==> src/rtl/hbridge_chopper_pkg.sv <==
`default_nettype none
// ============================================================================
// Module      : hbridge_chopper_pkg
// Description : Shared constants for the H-bridge peak-current chopper:
//               FSM state codes, DEAD-exit destination codes and the gate
//               patterns driven in each state.
//               Gate bus bit order everywhere is {s_l1, s_h1, s_l2, s_h2}.
// Revision    : 1.0 - initial release
// ============================================================================
package hbridge_chopper_pkg;

    // FSM state codes (also visible on the state output port)
    localparam logic [2:0] c_st_idle  = 3'd0;
    localparam logic [2:0] c_st_dead  = 3'd1;
    localparam logic [2:0] c_st_blank = 3'd2;
    localparam logic [2:0] c_st_on    = 3'd3;
    localparam logic [2:0] c_st_off   = 3'd4;

    // Where DEAD goes when its timer expires
    localparam logic [1:0] c_nxt_idle  = 2'd0;
    localparam logic [1:0] c_nxt_blank = 2'd1;
    localparam logic [1:0] c_nxt_off   = 2'd2;

    // Gate patterns, {s_l1, s_h1, s_l2, s_h2}
    localparam logic [3:0] c_gates_off   = 4'b0000;
    localparam logic [3:0] c_gates_fwd   = 4'b0110;  // s_h1 + s_l2
    localparam logic [3:0] c_gates_rev   = 4'b1001;  // s_h2 + s_l1
    localparam logic [3:0] c_gates_decay = 4'b1010;  // both lows: slow decay

    // Gate pattern for a state. No pattern ever pairs a high and low
    // switch of the same leg, so a registered copy can never shoot through.
    function automatic logic [3:0] gate_map(input logic [2:0] st, input logic d);
        logic [3:0] g;
        g = c_gates_off;
        case (st)
            c_st_blank, c_st_on: g = d ? c_gates_rev : c_gates_fwd;
            c_st_off:            g = c_gates_decay;
            default:             g = c_gates_off;
        endcase
        return g;
    endfunction

    // Translate a DEAD destination code into the state it enters
    function automatic logic [2:0] nxt_to_state(input logic [1:0] n);
        logic [2:0] s;
        s = c_st_idle;
        case (n)
            c_nxt_blank: s = c_st_blank;
            c_nxt_off:   s = c_st_off;
            default:     s = c_st_idle;
        endcase
        return s;
    endfunction

endpackage
`default_nettype wire

==> src/rtl/hbridge_chopper_timer.sv <==
`default_nettype none
// ============================================================================
// Module      : chop_timer
// Description : Shared phase timer. A load captures the phase duration
//               (0 is promoted to 1); the count then steps down once per
//               cycle and saturates at zero. done is high in the last cycle
//               of the phase, so a phase loaded with N lasts exactly N cycles.
// Ports       : clk, rst        - clock / synchronous active-high reset
//               i_load          - capture i_load_val this edge
//               i_load_val      - phase length in cycles
//               o_done          - current cycle is the final one of the phase
// Revision    : 1.0 - initial release
// ============================================================================
module chop_timer #(
    parameter int TMR_W = 8
) (
    input  logic             clk,
    input  logic             rst,
    input  logic             i_load,
    input  logic [TMR_W-1:0] i_load_val,
    output logic             o_done
);

    localparam logic [TMR_W-1:0] c_zero = '0;
    localparam logic [TMR_W-1:0] c_one  = {{(TMR_W-1){1'b0}}, 1'b1};

    logic [TMR_W-1:0] r_cnt;

    always_ff @(posedge clk) begin
        if (rst) begin
            r_cnt <= c_zero;
        end else if (i_load) begin
            r_cnt <= (i_load_val == c_zero) ? c_one : i_load_val;
        end else if (r_cnt != c_zero) begin
            r_cnt <= r_cnt - c_one;
        end
    end

    // Treating 0 as done as well guarantees no timed state can stall.
    assign o_done = (r_cnt <= c_one);

endmodule
`default_nettype wire

==> src/rtl/hbridge_chopper.sv <==
`default_nettype none
// ============================================================================
// Module      : hbridge_chopper
// Description : Peak-current chopper for a full H-bridge. Drives the coil in
//               the latched direction until current reaches target (or the
//               on-time limit expires), then slow-decays for off_time, with
//               a DEAD gap around every switch-pattern change.
// Ports       : clk, reset                - clock / sync active-high reset
//               enable, dir               - run request, 0 fwd / 1 reverse
//               target, current           - peak setpoint / measured current
//               dead_time, blank_time,
//               off_time, max_on_time     - phase lengths in clk cycles
//               s_l1, s_h1, s_l2, s_h2    - registered bridge gates
//               state                     - FSM state code
//               trip, max_on              - one-cycle chop-reason pulses
// Revision    : 1.0 - initial release
// ============================================================================
module hbridge_chopper #(
    parameter int CUR_W = 13,
    parameter int TMR_W = 8
) (
    input  logic             clk,
    input  logic             reset,
    input  logic             enable,
    input  logic             dir,
    input  logic [CUR_W-1:0] target,
    input  logic [CUR_W-1:0] current,
    input  logic [TMR_W-1:0] dead_time,
    input  logic [TMR_W-1:0] blank_time,
    input  logic [TMR_W-1:0] off_time,
    input  logic [TMR_W-1:0] max_on_time,
    output logic             s_l1,
    output logic             s_h1,
    output logic             s_l2,
    output logic             s_h2,
    output logic [2:0]       state,
    output logic             trip,
    output logic             max_on
);

    import hbridge_chopper_pkg::*;

    logic [2:0]       r_state;
    logic [1:0]       r_nxt;
    logic             r_dir;
    logic [3:0]       r_gates;
    logic             r_trip;
    logic             r_max_on;

    logic [2:0]       w_next_state;
    logic [1:0]       w_next_nxt;
    logic [1:0]       w_dest;
    logic             w_run;
    logic             w_trip;
    logic             w_max_on;
    logic             w_load;
    logic [TMR_W-1:0] w_load_val;
    logic             w_tmr_done;

    assign w_run = enable && (target != '0);

    // ------------------------------------------------------------------
    // Next-state logic. Losing the run request beats every other exit
    // from a driving state; inside DEAD it redirects the exit to IDLE,
    // including when the dead timer expires in that same cycle.
    // ------------------------------------------------------------------
    always_comb begin
        w_next_state = r_state;
        w_next_nxt   = r_nxt;
        w_dest       = r_nxt;
        w_trip       = 1'b0;
        w_max_on     = 1'b0;
        case (r_state)
            c_st_idle: begin
                if (w_run) begin
                    w_next_state = c_st_dead;
                    w_next_nxt   = c_nxt_blank;
                end
            end
            c_st_dead: begin
                if (!w_run) begin
                    w_dest     = c_nxt_idle;
                    w_next_nxt = c_nxt_idle;
                end
                if (w_tmr_done) begin
                    w_next_state = nxt_to_state(w_dest);
                end
            end
            c_st_blank: begin
                if (!w_run) begin
                    w_next_state = c_st_dead;
                    w_next_nxt   = c_nxt_idle;
                end else if (w_tmr_done) begin
                    w_next_state = c_st_on;
                end
            end
            c_st_on: begin
                if (!w_run) begin
                    w_next_state = c_st_dead;
                    w_next_nxt   = c_nxt_idle;
                end else if (current >= target) begin
                    // current limit has priority over a coincident timeout
                    w_next_state = c_st_dead;
                    w_next_nxt   = c_nxt_off;
                    w_trip       = 1'b1;
                end else if (w_tmr_done) begin
                    w_next_state = c_st_dead;
                    w_next_nxt   = c_nxt_off;
                    w_max_on     = 1'b1;
                end
            end
            c_st_off: begin
                if (!w_run) begin
                    w_next_state = c_st_dead;
                    w_next_nxt   = c_nxt_idle;
                end else if (w_tmr_done) begin
                    w_next_state = c_st_dead;
                    w_next_nxt   = c_nxt_blank;
                end
            end
            default: begin
                w_next_state = c_st_idle;
                w_next_nxt   = c_nxt_idle;
            end
        endcase
    end

    // Every state change is an entry into a new phase, so the timer
    // reloads exactly then with that phase's configured length.
    assign w_load = (w_next_state != r_state);

    always_comb begin
        w_load_val = '0;
        case (w_next_state)
            c_st_dead:  w_load_val = dead_time;
            c_st_blank: w_load_val = blank_time;
            c_st_on:    w_load_val = max_on_time;
            c_st_off:   w_load_val = off_time;
            default:    w_load_val = '0;
        endcase
    end

    chop_timer #(
        .TMR_W (TMR_W)
    ) u_timer (
        .clk        (clk),
        .rst        (reset),
        .i_load     (w_load),
        .i_load_val (w_load_val),
        .o_done     (w_tmr_done)
    );

    // ------------------------------------------------------------------
    // State and output registers. Gates follow the *present* state, so
    // pins lag the state code by one cycle and never see current
    // combinationally. Reset clears the gates on the same edge.
    // ------------------------------------------------------------------
    always_ff @(posedge clk) begin
        if (reset) begin
            r_state  <= c_st_idle;
            r_nxt    <= c_nxt_idle;
            r_dir    <= 1'b0;
            r_gates  <= c_gates_off;
            r_trip   <= 1'b0;
            r_max_on <= 1'b0;
        end else begin
            r_state  <= w_next_state;
            r_nxt    <= w_next_nxt;
            if ((r_state == c_st_dead) && (w_next_state == c_st_blank)) begin
                r_dir <= dir;
            end
            r_gates  <= gate_map(r_state, r_dir);
            r_trip   <= w_trip;
            r_max_on <= w_max_on;
        end
    end

    assign {s_l1, s_h1, s_l2, s_h2} = r_gates;
    assign state  = r_state;
    assign trip   = r_trip;
    assign max_on = r_max_on;

endmodule
`default_nettype wire
==> config.mk <==
export PLATFORM = sky130hd
export DESIGN_NAME = hbridge_chopper
export DESIGN_NICKNAME = d
export VERILOG_FILES = /design/src/rtl/hbridge_chopper_pkg.sv /design/src/rtl/hbridge_chopper_timer.sv /design/src/rtl/hbridge_chopper.sv
export SDC_FILE = /design/constraint.sdc
export NUM_CORES = 1
export LEC_CHECK = 0
export CAP_MARGIN = 20
export CORE_AREA = 5 5 74 76
export CTS_CLUSTER_DIAMETER = 30
export DETAILED_ROUTE_END_ITERATION = 10
export DIE_AREA = 0 0 79 81
export PLACE_DENSITY_LB_ADDON = 0.3
export SETUP_SLACK_MARGIN = 0.02
export SYNTH_ARGS = -nofsm -noshare
export SYNTH_HDL_FRONTEND = slang
export SYNTH_SLANG_ARGS = --single-unit
==> constraint.sdc <==
create_clock -name clk -period 4.8 [get_ports clk]
set_input_delay 0.96 -clock clk [delete_from_list [all_inputs] [get_ports clk]]
set_output_delay 0.96 -clock clk [all_outputs]
set_load 0.02 [all_outputs]
# ---- Word-level counts from Yosys, hierarchy flattened
# Index checks and enable logic that the tools add are counted.
dict set report classes {
  n_div 0
  n_mul 0
  eq_ne 14
  n_reduce_logical 12
  n_addsub 1
  n_lt_le_gt_ge 2
  bitwise_logic 2
  shift 0
  n_mux 27
}
# op count
set ops {}
lappend ops {{one-hot mux 8 bit (4 select lines)} 1}
lappend ops {{2-to-1 mux 3 bit} 8}
lappend ops {{2-to-1 mux 8 bit} 3}
lappend ops {{2-to-1 mux 2 bit} 8}
lappend ops {{one-hot mux 3 bit (5 select lines)} 1}
lappend ops {{greater-or-equal comparator 13 bit} 1}
lappend ops {{nonzero test 13 bit} 1}
lappend ops {{equality test 3 x 2 -> 1 bit, second input constant} 4}
lappend ops {{<= comparator 8 x 1 -> 1 bit, second input constant} 1}
lappend ops {{logical NOT 8 bit} 1}
lappend ops {{one-hot mux 2 bit (4 select lines)} 1}
lappend ops {{one-hot mux 4 bit (2 select lines)} 1}
lappend ops {{nonzero test 8 bit} 1}
lappend ops {{subtractor 8 x 1 -> 8 bit, second input constant} 1}
lappend ops {{equality test 3 x 1 -> 1 bit, second input constant} 2}
lappend ops {{equality test 3 bit, second input constant} 2}
lappend ops {{one-hot mux 3 bit (2 select lines)} 1}
lappend ops {{2-to-1 mux 4 bit} 1}
lappend ops {{inequality test 4 x 3 -> 1 bit, second input constant} 1}
lappend ops {{OR reduction 2 bit} 2}
lappend ops {{OR reduction 4 bit} 1}
lappend ops {{logical NOT 3 bit} 1}
lappend ops {{inequality test 3 x 2 -> 1 bit, second input constant} 1}
lappend ops {{inequality test 3 bit} 1}
lappend ops {{other kinds (9)} 12}
dict set report word_totals {
  n_memories 0
  latch_bits 0
  ff_bits 20
  in_bits 62
  romBits 0
  ramBits 0
}

# ---- Longest topological paths before layout
dict set report logic_depth {
  depth_word 13
  ltp_mapped 11
  ltp_nobuf 10
}

# ---- Cells and area by module
# From an unflattened synthesis, not the netlist that was laid out.
dict set report hier_totals {
  cells_unflattened 217
  hier_area_um2 1729.2
}
# mod cells_each n_inst seq_area_each_um2 area_per_inst_um2
set by_module_without_submodules {}
lappend by_module_without_submodules {hbridge_chopper 162 1 240.2 1239.9}
lappend by_module_without_submodules {chop_timer 55 1 160.2 489.2}

# ---- Worst setup path before layout
# OpenSTA, ideal clock, no wires.
dict set report synth_timing {
  path_type {input-to-reg}
  from {in target[8]}
  to {reg u_timer.r_cnt[7]}
  arrival_time_ns 3.351
  stages 11
  path_buffers 1
  path_slack_ns 1.384
  required_ns 4.735
  cell_sequence {inv_1 -> ha_1 -> and3_1 -> a221o_1 -> a2111oi_0 -> nand3b_2 -> and2_1 -> clkbuf_1 -> a21o_1 -> o22a_1 -> nor2_1}
}
dict set report synth_via {
  elab_chain_len 13
  elab_cells_between_ends 25
  classes_between {order compare (1); eq/ne (7); mux (13); reduce/logical (4)}
}
# item line
set synth_lines {}
lappend synth_lines {{start: declaration} hbridge_chopper.sv:26} ;# input logic [CUR_W-1:0] target,
lappend synth_lines {{nonzero test 13 bit} hbridge_chopper.sv:60} ;# assign w_run = enable && (target != '0);
lappend synth_lines {{logical AND 1 bit} hbridge_chopper.sv:60}
lappend synth_lines {{2-to-1 mux 2 bit} hbridge_chopper.sv:81} ;# if (!w_run) begin
lappend synth_lines {{2-to-1 mux 2 bit} hbridge_chopper.sv:73} ;# case (r_state)
lappend synth_lines {{equality test 2 bit / equality test 2 x 1 -> 1 bit (equally long branches)} hbridge_chopper_pkg.sv:47} ;# case (n)
lappend synth_lines {{one-hot mux 3 bit (2 select lines)} hbridge_chopper_pkg.sv:47}
lappend synth_lines {{2-to-1 mux 3 bit} hbridge_chopper.sv:85} ;# if (w_tmr_done) begin
lappend synth_lines {{one-hot mux 3 bit (5 select lines) (*)} hbridge_chopper.sv:73}
lappend synth_lines {{equality test 3 bit (tied with other cells)} hbridge_chopper.sv:134} ;# case (w_next_state)
lappend synth_lines {{one-hot mux 8 bit (4 select lines)} hbridge_chopper.sv:134}
lappend synth_lines {{logical NOT 8 bit} hbridge_chopper_timer.sv:33} ;# r_cnt <= (i_load_val == c_zero) ? c_one : i_load_val;
lappend synth_lines {{2-to-1 mux 8 bit} hbridge_chopper_timer.sv:33}
lappend synth_lines {{2-to-1 mux 8 bit} hbridge_chopper_timer.sv:32} ;# end else if (i_load) begin
lappend synth_lines {{end signal: assignment} hbridge_chopper_timer.sv:31} ;# r_cnt <= c_zero;
lappend synth_lines {{end signal: assignment} hbridge_chopper_timer.sv:33}
lappend synth_lines {{end signal: assignment} hbridge_chopper_timer.sv:35} ;# r_cnt <= r_cnt - c_one;
lappend synth_lines {{end: declaration} hbridge_chopper_timer.sv:27} ;# logic [TMR_W-1:0] r_cnt;
# Mark *: on every way between the ends. The rest lies on a longest branch, timed or not. The select of a mux whose other input is x is not followed.
# A chain may end at the register's enable or synchronous reset.

# ---- Final worst setup path
dict set report layout_timing {
  from {in target[8]}
  to {reg u_timer.r_cnt[4]}
}
# Same word-level chain as after synthesis.

==> impl_metrics.ini <==
[critical_path]
reg2regPathDepth = 8
timing.rr.start = u_timer.r_cnt[2]
worstReg2RegEnd = u_timer.r_cnt[7]
cpMaxStageDelayCell = a2111oi_0
critPathMaxStageDelay_ns = 0.49
path_max_fanout = 11
arrival_ns = 4.01
r2r_setup_slack_ns = 1.71
crit_path_start = target[8]
cp.required_ns = 4.93
critical_path_class = in2reg
crit_chain = clkdlybuf4s50_1 > inv_1 > ha_1 > and3_1 > a221o_1 > a2111oi_0 > nand3b_2 > and2_1 > mux2_2 > a2bb2oi_1 > nor2_1
cp-end-kind = flip-flop
start_kind = input port

[global_route]
grt_pass1_wl_mm = 8.42
grt_max_degree = 21
use_met2_pct = 27.1
grt_util_met3_pct = 3.99
grt_use_total_pct = 16.0
met1_usage_pct = 20.2
busiest_layer = met2
first_global_vias = 1879
antenna_found_initial = 0
grt_overflow_total = 0

[synth]
synth_area_sq_um = 1840
ys_ff_latch = 20
seq_area_frac_synth_pct = 21.8
async_flop_share_pct = 0
synth.distinct_cells = 51
ys_warn_count = 0
syn_inst = 234
synthFlopType = dfxtp_1
synth_fp_nets = 312
synth-edff-count = 0
synth.avg_cell_area_sq_um = 7.84

[die]
start_util_pct = 39.4
fp.dieW_microns = 79
fp.dieH_microns = 81
ios = 71
core_sq_um = 4660
die-area_sq_um = 6400
core.rowCount = 25

[timing]
fin_worst_skew_ns = 0.00464
slew_violations = 0
layout_min_cycle_time_ns = 3.88
maxSlewHeadroom_pct = 57.4
worst_pin_slew_ns = 0.637
finalSetupTns_ns = 0
setup_viol = 0
hold_viol_final = 0
fmax_ghz = 0.258
rsz0062_at_grt = no
fin_crit_sh_pct = 80.8

[detailed_routing]
drc_errors = 0
vias = 1914
postRouteAntennaNets = 0
drtIter0Drc = 82
avgRoutedWirePerCell_microns = 13.7
vias_per_cell = 5.41
wirelength_mm = 4.87
first_pass_iters = 4

[cts]
hold_buffers = 0
cts_made_buffers = 3
cts-root-buf = clkbuf_8
cts_setup_buffers = 0
cts_resized = 0
clock_latency_ns = 0.27
cts_tree = done
htree_levels = 1
path_clk_slew_ns = 0.08
cts_num_sinks = 20
cts.path.max_buffers = 2

[worst_hold_path]
hold_start = r_nxt[0]
min_path_cells = 2
min_to = r_nxt[0]
worst_hold_path_type = reg2reg

[power]
seqPwrFrac_pct = 25.6
net-switching-power_mw = 0.409
p_comb_share_pct = 57.1
ir_drop_v = 0.000154
power_mw = 1.00
p_leak_nw = 1.10
clockPowerShare_pct = 17.3
p_int_mw = 0.592
swShare_pct = 40.9
power_density_nw_per_um2 = 379

[place]
gp_congestion = 0.841
placed_area_sq_um = 2560
port_buffers = 70
hpwl_mm = 3.95
dp.cells = 349

[layout]
stdcell_count = 354
layout-drive-gt1-share_pct = 5.33
final_common_cell = clkdlybuf4s50_1
diodes = 0
syn2layout_area_growth_pct = 43.8
layout.nets = 379
fin_area_sq_um = 2640
final_cell_mix = clkdlybuf4s50_1, inv_1, nor2_1, dfxtp_1, nand2_1

[job]
cap_viol_max_count = 0

[outcome]
status = complete, no violations
[synth_stat cells, drive strengths merged, types with 2 or more instances]
cell	instances	area share, %
clkbuf	8	1.6
nor3	9	2.7
o221a	7	4.3
xnor2	3	1.4
nor2b	3	1.0
xor2	2	0.95
nand3b	3	2.1
inv	26	5.3
a21o	3	1.2
nand3	3	0.82
and3	2	0.68
nor2	24	4.9
or3	3	1.0
or2	3	1.0
ha	16	11
a31oi	2	0.68
a211oi	6	2.5
mux2i	9	4.9
nand4	5	1.7
and2	3	1.0
a221o	3	1.6
a21oi	13	3.5
or4	6	2.9
dfxtp	20	22
o21ai	9	2.5
nor4	2	1.5
nand2	19	3.9
a2bb2oi	5	2.4
[metrics by stage]
| stage | hold slack [ns] | util [%] | setup slack (ns) |
|---|---|---|---|
| detailed placement | 0.523 | 55.0 | 0.626 |
| global placement | 0.511 | 55.0 | 0.679 |
| CTS | 0.540 | 56.5 | 0.907 |
| floorplan | 0.453 | - | 1.38 |
| finish | 0.542 | 56.6 | 0.922 |
| global route | 0.591 | 56.6 | 0.627 |
[power groups by stage]
stage / sequential (mW) / combinational [mW] / clock (mW)
finish: 0.256 / 0.572 / 0.173
floorplan: 0.242 / 0.436 / 0
global placement: 0.256 / 0.556 / 0
detailed placement: 0.258 / 0.566 / 0
CTS: 0.255 / 0.573 / 0.176
global route: 0.265 / 0.642 / 0.181
[critical path: cells and delay by family]
| kind | cells | cell delay, ns |
|---|---|---|
| AO/OA/AOI/OAI | 3 | 1.04 |
| adder cells (fa/ha/maj) | 1 | 0.29 |
| buffers and inverters | 2 | 0.52 |
| multiplexers | 1 | 0.34 |
| AND/OR/NAND/NOR | 4 | 0.84 |
[routing by layer]
metal	part of all wire (%)	wire length (microns)	vias up
li1	-	-	995
met1	47	2270	839
met2	43	2080	72
met3	9.2	450	8
met4	1.4	67	0
met5	0	0	-
[worst max path at each step]
stage          cells past startpoint  slack, ns               end
3_3_place_gp                       9       0.68  u_timer.r_cnt[7]
2_1_floorplan                     11       1.38  u_timer.r_cnt[7]
5_1_grt                           11       0.63  u_timer.r_cnt[4]
4_1_cts                           11       0.91  u_timer.r_cnt[5]
3_5_place_dp                      11       0.63  u_timer.r_cnt[5]
6_report                          11       0.92  u_timer.r_cnt[4]
[cell type report]
class                           instances  area [sq um]
Clock inverter                          1          30.0
Clock buffer                            3          41.3
Sequential cell                        20           400
Inverter                               26          97.6
Timing Repair Buffer                   71           706
Fill cell                             442          2020
Tap cell                               54          67.6
Multi-Input combinational cell        179          1300
[cell families after synthesis]
group                    synth area share, %
AO/OA/AOI/OAI                           25.3
XOR/XNOR                                2.39
adder cells (fa/ha/maj)                 10.9
buffers and inverters                   7.57
flip-flops                              21.8
multiplexers                            5.52
AND/OR/NAND/NOR                         26.5
[flip-flops by register name (all words and copies together) (netlist names)]
| register | count |
|---|---|
| r_dir | 1 |
| r_nxt | 2 |
| u_timer.r_cnt | 8 |
| r_gates | 4 |
| state | 3 |
| trip | 1 |
| max_on | 1 |
(Power assumes the default switching activity.)
